**src/rtl/sine_envelope_shaper.sv**
```systemverilog
// ADSR amplitude envelope applied to a mid-scale-biased 10-bit sample stream via a serial shift-add multiplier.
// Optional build macro ENV_EXP_RELEASE_EN selects an exponential-like release tail instead of the linear step.
module sine_envelope_shaper #(
    parameter int TICK_DIV     = 1024,
    parameter int ATTACK_STEP  = 4,
    parameter int DECAY_STEP   = 1,
    parameter int SUSTAIN_LVL  = 160,
    parameter int RELEASE_STEP = 2
) (
    input  logic       clk,
    input  logic       rst,
    input  logic       gate,
    input  logic [9:0] sample_in,
    input  logic       sample_valid,
    output logic [9:0] sample_out,
    output logic       sample_out_valid,
    output logic [7:0] env_level,
    output logic [2:0] env_state,
    output logic       busy
);

    localparam int CW = (TICK_DIV > 2) ? $clog2(TICK_DIV) : 1;
    localparam logic [CW-1:0] TICK_LAST = CW'(TICK_DIV - 1);

    typedef enum logic [2:0] {
        ST_IDLE    = 3'd0,
        ST_ATTACK  = 3'd1,
        ST_DECAY   = 3'd2,
        ST_SUSTAIN = 3'd3,
        ST_RELEASE = 3'd4
    } state_t;

    logic [CW-1:0] r_tick_cnt;
    logic          w_tick;
    logic          r_gate_q;
    logic          w_rise;
    logic          w_fall;
    state_t        r_state;
    state_t        w_state_next;
    logic [7:0]    r_env;
    logic [7:0]    w_env_next;
    logic [8:0]    w_att_sum;
    logic [8:0]    w_dec_diff;
    logic [8:0]    w_rel_dec;
    logic [8:0]    w_rel_diff;

    assign w_tick = (r_tick_cnt == TICK_LAST);
    assign w_rise = gate & ~r_gate_q;
    assign w_fall = ~gate & r_gate_q;

    always_ff @(posedge clk or posedge rst) begin
        if (rst) begin
            r_tick_cnt <= '0;
            r_gate_q   <= 1'b0;
        end else begin
            r_tick_cnt <= w_tick ? '0 : r_tick_cnt + 1'b1;
            r_gate_q   <= gate;
        end
    end

    // 9-bit step arithmetic: bit 8 flags overflow past 255 or underflow below 0.
    assign w_att_sum  = {1'b0, r_env} + 9'(ATTACK_STEP);
    assign w_dec_diff = {1'b0, r_env} - 9'(DECAY_STEP);
`ifdef ENV_EXP_RELEASE_EN
    assign w_rel_dec  = {5'd0, r_env[7:4]} + 9'd1;
`else
    assign w_rel_dec  = 9'(RELEASE_STEP);
`endif
    assign w_rel_diff = {1'b0, r_env} - w_rel_dec;

    always_ff @(posedge clk or posedge rst) begin
        if (rst) begin
            r_state <= ST_IDLE;
            r_env   <= '0;
        end else begin
            r_state <= w_state_next;
            r_env   <= w_env_next;
        end
    end

    always_comb begin
        w_state_next = r_state;
        w_env_next   = r_env;
        if (w_rise) begin
            w_state_next = ST_ATTACK;
        end else if (w_fall) begin
            if (r_state == ST_ATTACK || r_state == ST_DECAY || r_state == ST_SUSTAIN)
                w_state_next = ST_RELEASE;
        end else if (w_tick) begin
            case (r_state)
                ST_IDLE: w_env_next = '0;
                ST_ATTACK: begin
                    if (w_att_sum >= 9'd255) begin
                        w_env_next   = 8'd255;
                        w_state_next = ST_DECAY;
                    end else begin
                        w_env_next = w_att_sum[7:0];
                    end
                end
                ST_DECAY: begin
                    if (w_dec_diff[8] || (w_dec_diff <= 9'(SUSTAIN_LVL))) begin
                        w_env_next   = 8'(SUSTAIN_LVL);
                        w_state_next = ST_SUSTAIN;
                    end else begin
                        w_env_next = w_dec_diff[7:0];
                    end
                end
                ST_RELEASE: begin
                    if (w_rel_diff[8] || (w_rel_diff == 9'd0)) begin
                        w_env_next   = '0;
                        w_state_next = ST_IDLE;
                    end else begin
                        w_env_next = w_rel_diff[7:0];
                    end
                end
                default: ;
            endcase
        end
    end

    logic               r_busy;
    logic [3:0]         r_cnt;
    logic signed [18:0] r_acc;
    logic signed [18:0] r_mcand;
    logic [7:0]         r_mplier;
    logic [9:0]         r_result;
    logic [9:0]         r_sample_out;
    logic               r_out_valid;
    logic signed [10:0] w_s;
    logic signed [18:0] w_addend;
    logic signed [18:0] w_scaled;
    logic signed [19:0] w_sum;
    logic [9:0]         w_clamped;

    assign w_s      = $signed({1'b0, sample_in} - 11'd512);
    assign w_addend = r_mplier[0] ? r_mcand : 19'sd0;
    assign w_scaled = r_acc >>> 8;
    assign w_sum    = {w_scaled[18], w_scaled} + 20'sd512;

    always_comb begin
        w_clamped = w_sum[9:0];
        if (w_sum[19])
            w_clamped = 10'd0;
        else if (w_sum > 20'sd1023)
            w_clamped = 10'd1023;
    end

    // Cycles 0..7 accumulate one envelope bit each, 8 rescales, 9 publishes.
    always_ff @(posedge clk or posedge rst) begin
        if (rst) begin
            r_busy       <= 1'b0;
            r_cnt        <= '0;
            r_acc        <= '0;
            r_mcand      <= '0;
            r_mplier     <= '0;
            r_result     <= 10'd512;
            r_sample_out <= 10'd512;
            r_out_valid  <= 1'b0;
        end else begin
            r_out_valid <= 1'b0;
            if (!r_busy) begin
                if (sample_valid) begin
                    r_busy   <= 1'b1;
                    r_cnt    <= '0;
                    r_acc    <= '0;
                    r_mcand  <= {{8{w_s[10]}}, w_s};
                    r_mplier <= r_env;
                end
            end else begin
                r_cnt <= r_cnt + 4'd1;
                if (r_cnt < 4'd8) begin
                    r_acc    <= r_acc + w_addend;
                    r_mcand  <= r_mcand <<< 1;
                    r_mplier <= r_mplier >> 1;
                end else if (r_cnt == 4'd8) begin
                    r_result <= w_clamped;
                end else begin
                    r_sample_out <= r_result;
                    r_out_valid  <= 1'b1;
                    r_busy       <= 1'b0;
                end
            end
        end
    end

    assign sample_out       = r_sample_out;
    assign sample_out_valid = r_out_valid;
    assign env_level        = r_env;
    assign env_state        = r_state;
    assign busy             = r_busy;

endmodule

```
**config.mk**
```make
export PLATFORM = sky130hd
export DESIGN_NAME = sine_envelope_shaper
export DESIGN_NICKNAME = d
export VERILOG_FILES = /design/src/rtl/sine_envelope_shaper.sv
export SDC_FILE = /design/constraint.sdc
export NUM_CORES = 1
export LEC_CHECK = 0
export BUFFER_PORTS_ARGS = -buffer_cell sky130_fd_sc_hd__buf_2
export CAP_MARGIN = 20
export CORE_ASPECT_RATIO = 1.5
export CORE_MARGIN = 2
export CORE_UTILIZATION = 43
export DETAILED_ROUTE_END_ITERATION = 10
export GPL_TIMING_DRIVEN = 0
export MAX_ROUTING_LAYER = met4
export PLACE_DENSITY = 0.61
export SLEW_MARGIN = 40
export SYNTH_ARGS = -nofsm -noshare
export SYNTH_HDL_FRONTEND = slang
export SYNTH_SLANG_ARGS = --single-unit
```
**constraint.sdc**
```tcl
create_clock -name clk -period 5.8 [get_ports clk]
set_input_delay 1.16 -clock clk [delete_from_list [all_inputs] [get_ports clk]]
set_output_delay 1.16 -clock clk [all_outputs]
set_load 0.05 [all_outputs]
```
# ---- After elaboration in Yosys (flattened, before gate mapping)
# Index checks and enable logic that the tools add are counted.
dict set report op_classes {
  addsub 8
  magnitude_cmp 4
  n_eq_ne 11
  mux 34
  n_bitwise 8
  reduce_logical 15
}
# operator count
set op_table {}
lappend op_table {{2-to-1 mux 19 bit} 7}
lappend op_table {{2-to-1 mux 8 bit} 6}
lappend op_table {{case mux 8 bit (4 select lines)} 1}
lappend op_table {{2-to-1 mux 10 bit} 3}
lappend op_table {{2-to-1 mux 3 bit} 7}
lappend op_table {{adder 19 bit} 1}
lappend op_table {{adder 11 x 11 -> 12 bit (second input constant)} 1}
lappend op_table {{greater-than comparator 12 x 11 -> 1 bit (second input constant)} 1}
lappend op_table {{subtractor 10 x 10 -> 11 bit (second input constant)} 1}
lappend op_table {{adder 10 x 1 -> 10 bit (second input constant)} 1}
lappend op_table {{== test 10 bit (second input constant)} 1}
lappend op_table {{adder 8 x 3 -> 9 bit (second input constant)} 1}
lappend op_table {{greater-or-equal comparator 9 x 8 -> 1 bit (second input constant)} 1}
lappend op_table {{<= comparator 9 x 8 -> 1 bit (second input constant)} 1}
lappend op_table {{logical NOT 9 bit} 1}
lappend op_table {{case mux 3 bit (3 select lines)} 1}
lappend op_table {{subtractor 8 x 1 -> 9 bit (second input constant)} 1}
lappend op_table {{subtractor 8 x 2 -> 9 bit (second input constant)} 1}
lappend op_table {{2-to-1 mux 4 bit} 2}
lappend op_table {{inequality test 4 x 3 -> 1 bit (second input constant)} 2}
lappend op_table {{2-to-1 mux 1 bit} 7}
lappend op_table {{== test 3 x 2 -> 1 bit (second input constant)} 2}
lappend op_table {{NOT 1 bit} 6}
lappend op_table {{AND reduction 3 bit} 2}
lappend op_table {{18 further kinds} 22}
dict set report totals {
  ff_bits 94
  in_bits 14
  out_inout_bits 23
  wordCells 92
}

# ---- Longest topological paths before layout
dict set report logic_depth {
  ltp_word 8
  ltp_mapped 13
  mapped_depth_nobuf 12
}

# ---- Worst setup path before layout
# No wires, ideal clock.
dict set report synth_timing {
  kind {reg-to-reg}
  start {register r_env[2] (netlist: env_level[2])}
  end {register r_state[1] (netlist: env_state[1])}
  setup_ps 122
  arrival_time_ps 2925
  t_required_ps 5678
  slack_ps 2753
  path_stages_with_launch 12
  n_path_buf 1
  synth_period_minus_slack_ps 3047
  path_cell_list {dfrtp_1 -> buf_6 -> inv_1 -> ha_1 -> or3b_4 -> nor4_2 -> mux2i_1 -> a221o_2 -> o2111ai_2 -> a21o_1 -> a21o_1 -> a32o_1}
}
dict set report synth_via {
  elab_chain_len 5
  elab_cells_between_ends 12
  cone_classes {add/sub: 3; order compare: 2; eq/ne: 3; reduce/logical: 4}
}
# element line_no
set synth_rtl {}
lappend synth_rtl {{from (decl)} 40} ;# logic [7:0] r_env;
lappend synth_rtl {{from (signal assigned)} 77} ;# r_env <= w_env_next;
lappend synth_rtl {{subtractor 8 x 1 -> 9 bit or subtractor 8 x 2 -> 9 bit (tied branches)} {63, 69}}
lappend synth_rtl {{<= comparator 9 x 8 -> 1 bit or logical NOT 9 bit (tied branches)} {101, 109}}
lappend synth_rtl {{logical OR 1 bit, on equally long branches} {101, 109}}
lappend synth_rtl {{inequality test 4 x 3 -> 1 bit (no line) or inequality test 4 bit (tied branches)} -}
lappend synth_rtl {{AND reduction 6 bit (no line) (*)} -}
lappend synth_rtl {{to (signal assigned)} 76} ;# r_state <= w_state_next;
lappend synth_rtl {{to (decl)} 38} ;# state_t r_state;
# Mark *: on every way between the ends. The rest lies on a longest branch, timed or not.
# A chain may end at the register's enable or synchronous reset.

# ---- Worst setup path in the final report
dict set report layout_timing {
  start {register r_mplier[0]}
  end {register r_acc[18]}
}
dict set report layout_via {
  elab_chain_len 4
}
# element line_no
set layout_rtl {}
lappend layout_rtl {{from (decl)} 125} ;# logic [7:0] r_mplier;
lappend layout_rtl {{from (signal assigned)} 167} ;# r_mplier <= r_env;
lappend layout_rtl {{from (signal assigned)} 174} ;# r_mplier <= r_mplier >> 1;
lappend layout_rtl {{2-to-1 mux 19 bit} 136} ;# assign w_addend = r_mplier[0] ? r_mcand : 19'sd0;
lappend layout_rtl {{adder 19 bit} 172} ;# r_acc <= r_acc + w_addend;
lappend layout_rtl {{2-to-1 mux 19 bit} 171} ;# if (r_cnt < 4'd8) begin
lappend layout_rtl {{2-to-1 mux 19 bit} 161} ;# if (!r_busy) begin
lappend layout_rtl {{to (signal assigned)} 172}
lappend layout_rtl {{to (decl)} 123} ;# logic signed [18:0] r_acc;
# Every way passes these cells. The select of a mux whose other input is x is not followed.

==> flow_summary.toml <==
[synthesis]
synth-seq-area-share_pct = 40.89
synth-warning-count = 0
synthFlopType = "dfrtp_1"
ys_ff_latch = 94
synth_largest_area_cell = "dfrtp_1"
muxShareOfSynthArea_pct = 5.279
synth_compound_area_share_pct = 18.21
postSynthCellCount = 634
ys_async_sr_fraction_pct = 100.0
synthesis.area_um2 = 5759
yosysUniqueCellTypes = 60
avgSynthCellArea_um2 = 9.084
ys_top_cells_by_area = "dfrtp_1 40%, ha_1 7.6%, o21ai_0 5.3%, nand2_1 5.2%, nand3_1 3.3%"
synth-xor-area-share_pct = 3.498
yosys.area_share.simple_pct = 20.12
synth_edf_count = 0
synthAdderAreaFrac_pct = 8.125
synth_top_family_by_area = "simple AND/OR/NAND/NOR gates"
synth_fp_nets = 684
netlist.area_leader.share_pct = 39.97

[power_and_ir_drop]
power_density_nw_per_um2 = 391.4
p_total_w = 0.002515
peakVddDrop_uv = 211.5
power.leakage_nw = 3.001

[setup_path]
critPathLaunch = "r_mplier[0]"
end_kind = "flop"
worst_path_largest_cell_delay_ns = 0.63
path_class = "flop to flop"
r2r-start = "r_mplier[0]"
worstPathCellList = "clkbuf_1 -> and2_1 -> ha_1 -> inv_1 -> fa_1 -> nand2b_1 -> a21oi_1 -> or4_1 -> a211oi_2 -> o31ai_1 -> a221oi_2 -> xor2_1 -> o211ai_1"
r2r_cells = 13
critPathMaxFanout = 10
start_kind = "flop"
critPathSlowestCell = "o31ai_1"
cp.arrival_ns = 3.86
cp.required_ns = 6.05

[place]
placed_cells = 829
dp_hpwl_mm = 10.47
numPortBuffers = 35
place_congestion = 0.9045

[clocking]
clk_pin_slew_ns = 0.06
cts_tree = "done"
cts_max_level = 3
holdBufCountCts = 0
clock_latency_ns = 0.34
cts-root-buf = "clkbuf_16"
postCtsSetupBuffers = 0
cts_inserted_buffers = 9
clock_path_buffers = 2
clock_sinks = 94
cts_resized = 0

[sta]
hold_ws_ns = 0.4680
worst_pin_slew_ns = 0.7975
min_period_over_period_pct = 62.15
hold_viol = 0
relSlewSlack_pct = 46.84
drv_slew = 0
fin_setup_tns_ns = 0
fmax_ghz = 0.2774
setup_viol = 0
rsz0062_at_grt = "no"
min_period_ns = 3.605
finClkSkew_ns = 0.01488

[global_route]
grt_use_met3_pct = 2.498
grt_pass1_vias = 4856
grt_max_degree = 76
antenna_found_initial = 0
grt-ovfl-total = 0
grtUsageTotal_pct = 20.60
met2_usage_pct = 37.35
grt_use_met1_pct = 22.89
grt_pass1_wl_mm = 23.55
grt-busiest-layer = "met2"

[die]
die_h_um = 145.7
core_um2 = 13020
start_util_pct = 44.24
rows = 51
dieArea_um2 = 14350
ioPinCount = 37
die_width_um = 98.50

[hold_path]
hold_path.class = "flop to flop"
hp-start = "r_tick_cnt[6]"
min_path_cells = 1

[detailed_routing]
first_pass_iters = 5
antenna_left = 0
drtIter0Drc = 171
num_vias = 4768
wl_per_cell_um = 16.46
drc = 0
finalWirelength_mm = 13.90
viasPerCell = 5.649

[finish]
area_delta_synth_final_pct = 11.54
stdcell_count = 844
ff_latch_area_um2 = 2355
mostFrequentLayoutCells = "92 x dfrtp_1, 80 x nand2_1, 61 x o21ai_0"
fillers = 1267
multi_input_area_um2 = 3186
diodes = 0
drive_above_1_share_pct = 11.53
finalNetCount = 731
final_common_cell = "dfrtp_1"

[run]
cap_violations = 0

[run_status]
status = "finished, final reports clean"
==> per-layer routing <==
metal	vias up	share of wire, %
met3	20	2.5
met4	0	2.5
met1	2325	42
li1	2342	-
met2	81	53
met5	-	0
==> synth_stat cells, types with 5 or more instances <==
master / instances
a211oi_1: 7
a21o_1: 8
a21oi_1: 30
and2_1: 24
and3_1: 6
buf_2: 5
clkbuf_1: 20
dfrtp_1: 92
ha_1: 35
inv_1: 24
mux2_2: 11
mux2i_1: 18
nand2_1: 80
nand2b_1: 10
nand3_1: 38
nor2_1: 32
nor2b_1: 16
nor3_1: 10
nor3b_1: 5
o211ai_1: 5
o21ai_0: 61
o31ai_1: 18
xnor2_1: 10
xor2_1: 13
==> critical path, delay by kind of cell, from the launching register on <==
kind | cells | cell delay, ns
xor gates and xnor gates | 1 | 0.20
and+or+nand+nor | 3 | 0.60
adders and majority gates | 2 | 0.57
buffers and inverters | 2 | 0.46
AOI/OAI and AO/OA | 5 | 1.32
DFF | 1 | 0.35
==> path summary, 6_finish.rpt <==
| check | slack, ns | end |
|---|---|---|
| hold / removal | 0.47 | r_tick_cnt[6] |
| hold reg to reg | 0.47 | r_tick_cnt[6] |
| max in group asynchronous | 4.41 | sample_out[9] |
| setup / recovery | 2.20 | r_acc[18] |
| setup reg to reg | 2.20 | r_acc[18] |
| min in group asynchronous | 0.75 | r_mcand[5] |
==> registers in the layout, indices dropped and copies added (netlist names) <==
name / count
r_mcand: 19
r_cnt: 4
env_level: 8
r_tick_cnt: 10
r_result: 10
env_state: 3
r_gate_q: 1
sample_out: 10
sample_out_valid: 1
r_acc: 19
r_mplier: 8
busy: 1
==> final cells by class <==
class | instances | share of cell area (%)
multi-input combinational | 486 | 49.59
clock inverter | 2 | 0.1558
clock buffer | 13 | 3.740
buffer | 30 | 2.084
sequential | 94 | 36.66
timing repair buffer | 36 | 3.155
tap | 159 | 3.097
inverter | 24 | 1.519
==> cells by family after synthesis <==
| family | after synthesis |
|---|---|
| mux | 29 |
| simple gates | 234 |
| fa+ha+maj | 37 |
| xor+xnor | 23 |
| compound gates | 163 |
| flops | 94 |
| buf+inv | 54 |
==> through the flow <==
stage	instance area [µm²]	utilization, %	worst slack (ns)
detailed placement	6173	47.42	2.181
global route	6424	49.35	1.969
CTS	6424	49.35	2.159
finish	6424	49.35	2.195
floorplan	5759	-	2.195
global placement	6133	47.12	0.9669
==> power breakdown <==
part | switching, W | internal [W] | leakage (nW)
Sequential | 0.000127 | 0.000852 | 1.22
Clock | 0.000245 | 0.000288 | 0.123
Combinational | 0.000652 | 0.000351 | 1.66
Power figures use the tool's default switching activity.
